[config.mk]
export PLATFORM = sky130hd
export DESIGN_NAME = phase_sequencer
export DESIGN_NICKNAME = d
export VERILOG_FILES = /design/src/rtl/phase_seq_pkg.sv /design/src/rtl/seq_prescaler.sv /design/src/rtl/phase_sequencer.sv
export SDC_FILE = /design/constraint.sdc
export NUM_CORES = 1
export LEC_CHECK = 0
export CAP_MARGIN = 40
export CORE_MARGIN = 8
export CORE_UTILIZATION = 30
export CTS_CLUSTER_DIAMETER = 30
export CTS_CLUSTER_SIZE = 16
export DETAILED_ROUTE_END_ITERATION = 7
export PLACE_DENSITY_LB_ADDON = 0.3
export SLEW_MARGIN = 0
export SYNTH_ARGS = -nofsm -noshare
export SYNTH_HDL_FRONTEND = slang
export SYNTH_HIERARCHICAL = 1
export SYNTH_SLANG_ARGS = --single-unit
[constraint.sdc]
create_clock -name clk -period 8.3 [get_ports clk]
set_clock_uncertainty 0.2 [all_clocks]
set_input_delay 1.66 -clock clk [delete_from_list [all_inputs] [get_ports clk]]
set_output_delay 1.66 -clock clk [all_outputs]
set_load 0.01 [all_outputs]
[src/rtl/phase_seq_pkg.sv]
// Shared types, default parameters and helpers for the phase sequencer.
package phase_seq_pkg;

  typedef enum logic {StIdle, StRun} seq_state_e;

  localparam int unsigned DefNumPhases = 4;
  localparam int unsigned DefPhWidth   = 2;
  localparam int unsigned DefCntWidth  = 8;
  localparam int unsigned DefDivN      = 10;
  localparam int unsigned DefDivWidth  = 4;

  // A programmed length of zero still occupies one tick.
  function automatic int unsigned eff_len(input int unsigned len);
    return (len == 0) ? 1 : len;
  endfunction

endpackage

[src/rtl/seq_prescaler.sv]
// Mod-DIV_N tick prescaler with synchronous clear and enable.
module seq_prescaler
  import phase_seq_pkg::*;
#(
  parameter int unsigned DIV_N     = DefDivN,
  parameter int unsigned DIV_WIDTH = DefDivWidth
) (
  input  logic clk,
  input  logic rst_n,
  input  logic clear,
  input  logic en,
  output logic tick
);

  localparam logic [DIV_WIDTH-1:0] CntMax = DIV_WIDTH'(DIV_N - 1);

  logic [DIV_WIDTH-1:0] count_q;

  always_ff @(posedge clk) begin
    if (!rst_n) begin
      count_q <= '0;
    end else if (clear) begin
      count_q <= '0;
    end else if (en) begin
      count_q <= (count_q == CntMax) ? '0 : count_q + DIV_WIDTH'(1);
    end
  end

  assign tick = en && (count_q == CntMax);

endmodule

[src/rtl/phase_sequencer.sv]
// Programmable multi-phase timing controller: steps through NUM_PHASES phases of
// per-phase length in prescaled ticks, with loop, abort and done reporting.
module phase_sequencer
  import phase_seq_pkg::*;
#(
  parameter int unsigned NUM_PHASES = DefNumPhases,
  parameter int unsigned PH_WIDTH   = DefPhWidth,
  parameter int unsigned CNT_WIDTH  = DefCntWidth,
  parameter int unsigned DIV_N      = DefDivN,
  parameter int unsigned DIV_WIDTH  = DefDivWidth
) (
  input  logic                            clk,
  input  logic                            rst_n,
  input  logic                            start,
  input  logic                            abort,
  input  logic                            loop,
  input  logic [NUM_PHASES*CNT_WIDTH-1:0] phase_len,
  output logic                            busy,
  output logic [PH_WIDTH-1:0]             phase,
  output logic                            phase_start,
  output logic [CNT_WIDTH-1:0]            elapsed,
  output logic                            done
);

  seq_state_e           state_q;
  logic                 busy_q, phase_start_q, done_q;
  logic [PH_WIDTH-1:0]  phase_q;
  logic [CNT_WIDTH-1:0] elapsed_q;
  logic [CNT_WIDTH-1:0] shadow_q [NUM_PHASES];

  logic                 tick, phase_end, last_phase, presc_clear, presc_en;
  logic [CNT_WIDTH-1:0] cur_len, last_cnt;

  assign cur_len     = shadow_q[phase_q];
  assign last_cnt    = CNT_WIDTH'(eff_len(32'(cur_len)) - 32'd1);
  assign last_phase  = (phase_q == PH_WIDTH'(NUM_PHASES - 1));
  assign presc_en    = (state_q == StRun);
  assign phase_end   = presc_en && tick && (elapsed_q == last_cnt);
  // Restart the prescaler at every phase boundary and hold it at zero while idle.
  assign presc_clear = (state_q == StIdle) || phase_end;

  seq_prescaler #(
    .DIV_N    (DIV_N),
    .DIV_WIDTH(DIV_WIDTH)
  ) u_prescaler (
    .clk  (clk),
    .rst_n(rst_n),
    .clear(presc_clear),
    .en   (presc_en),
    .tick (tick)
  );

  always_ff @(posedge clk) begin
    if (!rst_n) begin
      state_q       <= StIdle;
      busy_q        <= 1'b0;
      phase_q       <= '0;
      elapsed_q     <= '0;
      phase_start_q <= 1'b0;
      done_q        <= 1'b0;
      for (int k = 0; k < NUM_PHASES; k++) shadow_q[k] <= '0;
    end else begin
      phase_start_q <= 1'b0;
      done_q        <= 1'b0;
      unique case (state_q)
        StIdle: begin
          if (start && !abort) begin
            state_q       <= StRun;
            busy_q        <= 1'b1;
            phase_q       <= '0;
            elapsed_q     <= '0;
            phase_start_q <= 1'b1;
            for (int k = 0; k < NUM_PHASES; k++) begin
              shadow_q[k] <= phase_len[k*CNT_WIDTH +: CNT_WIDTH];
            end
          end
        end
        StRun: begin
          if (abort) begin
            state_q   <= StIdle;
            busy_q    <= 1'b0;
            phase_q   <= '0;
            elapsed_q <= '0;
          end else if (phase_end) begin
            elapsed_q <= '0;
            if (!last_phase) begin
              phase_q       <= phase_q + PH_WIDTH'(1);
              phase_start_q <= 1'b1;
            end else if (loop) begin
              phase_q       <= '0;
              phase_start_q <= 1'b1;
            end else begin
              state_q <= StIdle;
              busy_q  <= 1'b0;
              phase_q <= '0;
              done_q  <= 1'b1;
            end
          end else if (tick) begin
            elapsed_q <= elapsed_q + CNT_WIDTH'(1);
          end
        end
        default: state_q <= StIdle;
      endcase
    end
  end

  assign busy        = busy_q;
  assign phase       = phase_q;
  assign phase_start = phase_start_q;
  assign elapsed     = elapsed_q;
  assign done        = done_q;

endmodule

Word-level counts from Yosys, hierarchy flattened. Memory sizes are Yosys's and may differ from the RTL's. A register that Yosys moved wholly into a read port is not among the register bits. Index checks and enable logic that the tools add are counted.

Register bits after elaboration: 18. Bits in writable memories: 32. Output and inout bits: 13. Word-level logic and storage cells: 78. Memories kept: 1.

Memories: shadow_q (depth 4, width 8, read ports 1, clocked after Yosys merged registers in 1, wr ports 4, line phase_sequencer.sv:29) `logic [CNT_WIDTH-1:0] shadow_q [NUM_PHASES];`.

Add/subtract/negate cells: 4. Equal/unequal tests: 8. Mux-type cells: 38. Bitwise logic cells: 8. Reductions and logical operators: 12.

Operators by type and width (number): $mux W8 (9); $mux W1 (17); $pmux W8 S2 (1); $mux W2 (6); $add A8 B1 Y8 const B (1); $eq A8 B8 Y1 (1); $logic_not A8 Y1 (1); $sub A8 B1 Y8 const B (1); $ne A3 B2 Y1 const B (2); $pmux W1 S2 (3); $reduce_or A5 Y1 (1); $add A4 B1 Y4 const B (1); $eq A4 B4 Y1 const B (1); $logic_and A1 B1 Y1 (4); $mux W4 (1); $ne A4 B2 Y1 const B (1); $not A1 Y1 (4); $or A1 B1 Y1 (4); $pmux W2 S2 (1); $reduce_and A2 Y1 (2); $reduce_and A4 Y1 (1); $ne A3 B3 Y1 const B (1); $add A2 B1 Y2 const B (1); $eq A2 B2 Y1 const B (1); other kinds (4) (4).

Logic depth before layout (Yosys ltp).
Depth in word-level cells: 10. Mapped depth: 14.

Cells and area by module. The synthesis kept the hierarchy.

Modules (own cells, without submodules): phase_sequencer (instances 1, cells an instance 197, area an instance 2422.3 um^2, sequential area each 1281.2 um^2); seq_prescaler (instances 1, cells an instance 21, area an instance 187.7 um^2, sequential area each 80.1 um^2).

Worst setup path after synthesis. Ideal clock, no wire load.

Path type: input to register. Start point: in start. End point: mem shadow_q[0][0] (netlist bit) (enable). Arrival time: 4.009 ns. Slack: 3.625 ns. Cell stages on the path: 2. Buffers on the path: 0. Cells stage by stage: nand2b_1 > o21ai_0.

RTL lines: start: declaration (line phase_sequencer.sv:14) `input logic start,`; end: declaration (line phase_sequencer.sv:29).

==> reports/qor_table.md <==
| Step | Parameter | Value |
|---|---|---|
| drt | Total number of vias | 1827 |
| timing | Hold WS | 0.2961 ns |
| placement | Final weighted congestion in routability-driven placement | 0.8387 |
| yosys | Most area-hungry cell type in the Yosys netlist | sky130_fd_sc_hd__edfxtp_1 |
| yosys | Post-synthesis cell type count | 49 |
| yosys | Syn Std Cell Area | 2610 sq um |
| final layout | Number of filler cells placed in the layout | 864 |
| timing | Final count of hold timing violations | 0 |
| setup path | Largest stage delay on the critical path | 0.66 ns |
| drt | Drc violations | 0 |
| placement | # port buffers | 49 |
| setup path | Data required, critical path | 8.30 ns |
| yosys | Fraction of synthesized cell area taken by the top area cell type | 0.3682 |
| drt | Number of DRC violations after detailed-routing iteration 0 | 51 |
| setup path | Kind of cell adding the most delay to the critical path | simple AND/OR/NAND/NOR gates |
| clock network | Number of buffers created by CTS | 5 |
| min path | Min-delay src | u_prescaler/count_q[3] |
| drt | Wire length on met1 | 2517 um |
| yosys | Post-synthesis cell count | 218 |
| yosys | Fraction of the yosys area taken by sequential cells | 0.5216 |
| clock network | Clock latency on the worst-skew pair | 0.30 ns |
| global route | Antenna violations before repair | 0 |
| timing | Setup-violating endpoint count in the final report | 0 |
| clock network | Hold bufs inserted after CTS | 0 |
| drt | Final antenna-violating net count | 0 |
| final layout | Area used by multi-input combinational logic | 1207 sq um |
| yosys | Total nets after synthesis | 258 |
| die | Chip Width | 109.3 um |
| run | Count of max-cap constraint violations | 0 |
| yosys | Syn Area/Cell | 11.97 sq um |
| drt | Highest routed layer | met4 |
| yosys | YS warnings | 6 |
| timing | Setup slack after layout | 3.973 ns |
| setup path | Worst path slowest cell | sky130_fd_sc_hd__mux4_2 |
| drt | Post-DR vias/cell | 4.821 |
| setup path | Startpoint types | flop |
| drt | TritonRoute pass-1 iters | 4 |
| yosys | Asr flop ratio synth | 0 |
| timing | Final critical path time including I/O delays and setup | 4.327 ns |
| drt | Detail Route met2 WL | 2516 um |
| die | Core footprint | 8593 sq um |
| clock network | Root Buffer Master | sky130_fd_sc_hd__clkbuf_8 |
| die | Total I/O pin count | 50 |
| yosys | Dominant register cell in the synthesized netlist | sky130_fd_sc_hd__edfxtp_1 |
| die | Total Die Area | 11940 sq um |
| drt | WL final | 5511 um |
| timing | Max Freq | 231.1 MHz |
| clock network | Number of H-tree levels | 2 |
| die | Effective utilization at floorplan | 0.3037 |
| clock network | CTS clock-pin slew for the worst setup and hold paths | 0.09 ns |
| timing | Number of slew-limit violations in the final report | 0 |
| die | Cell row count | 34 |
| yosys | Top cell types by occurrence after synthesis | 32 x sky130_fd_sc_hd__and2_1, 32 x sky130_fd_sc_hd__edfxtp_1, 20 x sky130_fd_sc_hd__dfxtp_1, 12 x sky130_fd_sc_hd__xor2_1, 10 x sky130_fd_sc_hd__nor3_1 |
| global route | Grt total ovfl | 0 |
| min path | Type of the worst min-delay path | reg -> reg |
| global route | Global-route total usage across every layer | 0.09822 |
| yosys | Synthesized flop and latch total | 52 |
| global route | Largest net degree at the start of global routing | 34 |
| clock network | Post-CTS setup buffers | 0 |
| setup path | Worst setup slack for register-to-register paths | 3.97 ns |
| setup path | List of cells traversed by the critical path | mux4_2 > or2_2 > nor3_1 > a21oi_1 > ha_1 > nor3b_4 > mux2i_1 > or3b_1 > and2_4 > or4_4 > nand2_1 > nand2b_1 > nor2_1 |
| final layout | NumNets Final | 310 |
| setup path | Critical path buffers and inverters | 0 |
| setup path | Highest fanout seen on the critical path | 8 |
| power and ir drop | Leak | 0.001158 uW |
| timing | Final period util | 0.5213 |
| global route | Vias in the first global route | 1840 |
| timing | Sum of negative setup slack | 0 ns |
| power and ir drop | Maximum VDD drop | 0.00006293 V |
| drt | Detail-routed net length per standard cell | 14.54 um |
| timing | RSZ-0062 raised after global routing | false |
| clock network | Clock net sink count | 52 |
| timing | Worst rel slew slack | 0.5966 |
| setup path | Setup crit end kind | flop |
| drt | Detailed route wirelength on metal3 | 423 um |
| final layout | Layout cells sized above 1 | 0.09963 |
| setup path | Arrival time reported for the critical path endpoint | 4.33 ns |
| clock network | # resized after CTS | 0 |
| setup path | Worst R2R End | u_prescaler/count_q[2] |
| placement | Estimated wirelength of the detail-placed design | 4198 um |
| power and ir drop | Pwr Density | 148.8 nW/um^2 |
| setup path | Category of the most critical setup path | reg -> reg |
| final layout | Sequential cell area in the final layout | 1361 sq um |
| run status | Status | complete, no violations |
| timing | Actual transition at the worst max-transition pin | 0.6051 ns |
| clock network | Maximum buffer depth of the clock tree | 2 |
| placement | Setup WS pre-CTS | 3.962 ns |
| setup path | Length in cells of the worst reg-to-reg path | 13 |
| final layout | Syn-to-layout area delta | 26.89% |
| yosys | Count of flip-flops with a built-in enable after synthesis | 32 |
| global route | Wire length of the first global-routing pass | 9225 um |
| clock network | TritonCTS clock tree | yes |
| die | Vert. Die Dim | 109.3 um |
| yosys | Main area contributors after synthesis | sky130_fd_sc_hd__edfxtp_1 37%, sky130_fd_sc_hd__dfxtp_1 15%, sky130_fd_sc_hd__and2_1 7.7% |
| final layout | Antenna cells | 0 |
| min path | Count of cells along the worst hold path | 2 |
| min path | Endpoint with the worst hold slack | u_prescaler/count_q[3] |
==> sequential cells by signal, indices dropped and copies added (netlist names), named ones only <==
register,flops
phase,2
presc_en,1
busy,1
u_prescaler/count_q,4
shadow_q,32
elapsed,8
phase_start,1
done,1
==> tightest hold or removal path: cells and delay by family, from the launching register on <==
kind	cells	cell delay [ns]
AO/OA/AOI/OAI	2	0.13
flip-flops	1	0.32
==> logic make-up (layout without fill, tap and decap cells) <==
group,Yosys count,in the layout,share of synthesized area
and+or+nand+nor,99,99,0.2373
DFF,52,52,0.5216
AOI/OAI and AO/OA,28,28,0.07526
xor gates and xnor gates,17,17,0.05705
buffers and inverters,10,63,0.01726
muxes,9,9,0.07718
adders and majority gates,3,3,0.01438
==> cell type report <==
cell class | count | share of cell area
clock buffers | 5 | 0.02078
clock inverters | 3 | 0.005289
inverters | 3 | 0.003400
multi-input cells | 156 | 0.3646
flip-flops and latches | 52 | 0.4110
well taps | 108 | 0.04080
repair buffers | 52 | 0.1541
==> metrics by stage <==
step / instances / instance area [sq um] / total power [uW] / util
4_1_cts: 378 / 3307 / 500.3 / 0.3848
3_3_place_gp: 370 / 3221 / 354.8 / 0.3748
2_1_floorplan: 218 / 2610 / 328.5 / -
5_1_grt: 379 / 3312 / 517.3 / 0.3854
3_5_place_dp: 370 / 3221 / 356.5 / 0.3748
6_report: 379 / 3312 / 492.8 / 0.3854
==> cell usage in the layout (no fill, tap or decap), types with 4 or more instances in the layout <==
cell type / count
sky130_fd_sc_hd__nor2b_1: 7
sky130_fd_sc_hd__and2_1: 32
sky130_fd_sc_hd__xor2_1: 12
sky130_fd_sc_hd__a21oi_1: 4
sky130_fd_sc_hd__nand4_1: 4
sky130_fd_sc_hd__o21ai_0: 4
sky130_fd_sc_hd__mux4_2: 5
sky130_fd_sc_hd__dfxtp_1: 20
sky130_fd_sc_hd__clkdlybuf4s50_1: 49
sky130_fd_sc_hd__nor2_1: 6
sky130_fd_sc_hd__nand3_1: 6
sky130_fd_sc_hd__nand2b_1: 6
sky130_fd_sc_hd__nor3b_1: 4
sky130_fd_sc_hd__and3_1: 4
sky130_fd_sc_hd__edfxtp_1: 32
sky130_fd_sc_hd__clkbuf_8: 5
sky130_fd_sc_hd__xnor2_1: 5
sky130_fd_sc_hd__nor3_1: 10
sky130_fd_sc_hd__nand2_1: 6
==> worst max path at each step <==
stage | endpoint | cells past startpoint | slack [ns]
finish | u_prescaler/count_q[2] | 13 | 3.97
global route | u_prescaler/count_q[0] | 13 | 3.75
CTS | u_prescaler/count_q[2] | 13 | 3.92
detailed placement | u_prescaler/count_q[2] | 13 | 3.96
global placement | u_prescaler/count_q[2] | 13 | 4.07
floorplan | shadow_q[0][0] | 2 | 3.62
==> layer usage <==
metal,GRT usage,up-vias
met5,0,-
met4,0.02893,0
met3,0.03546,7
met2,0.1499,57
met1,0.1275,850
li1,-,913
==> power by group <==
part / switching [uW] / leakage (uW) / internal [uW] / total, uW
logic: 27.8 / 0.000616 / 33.1 / 60.8
registers: 4.14 / 0.000500 / 286 / 290
clock network: 83.2 / 0.0000421 / 58.8 / 142
total: 115 / 0.00116 / 378 / 493
Note: power is estimated with default switching activity, not from simulation.
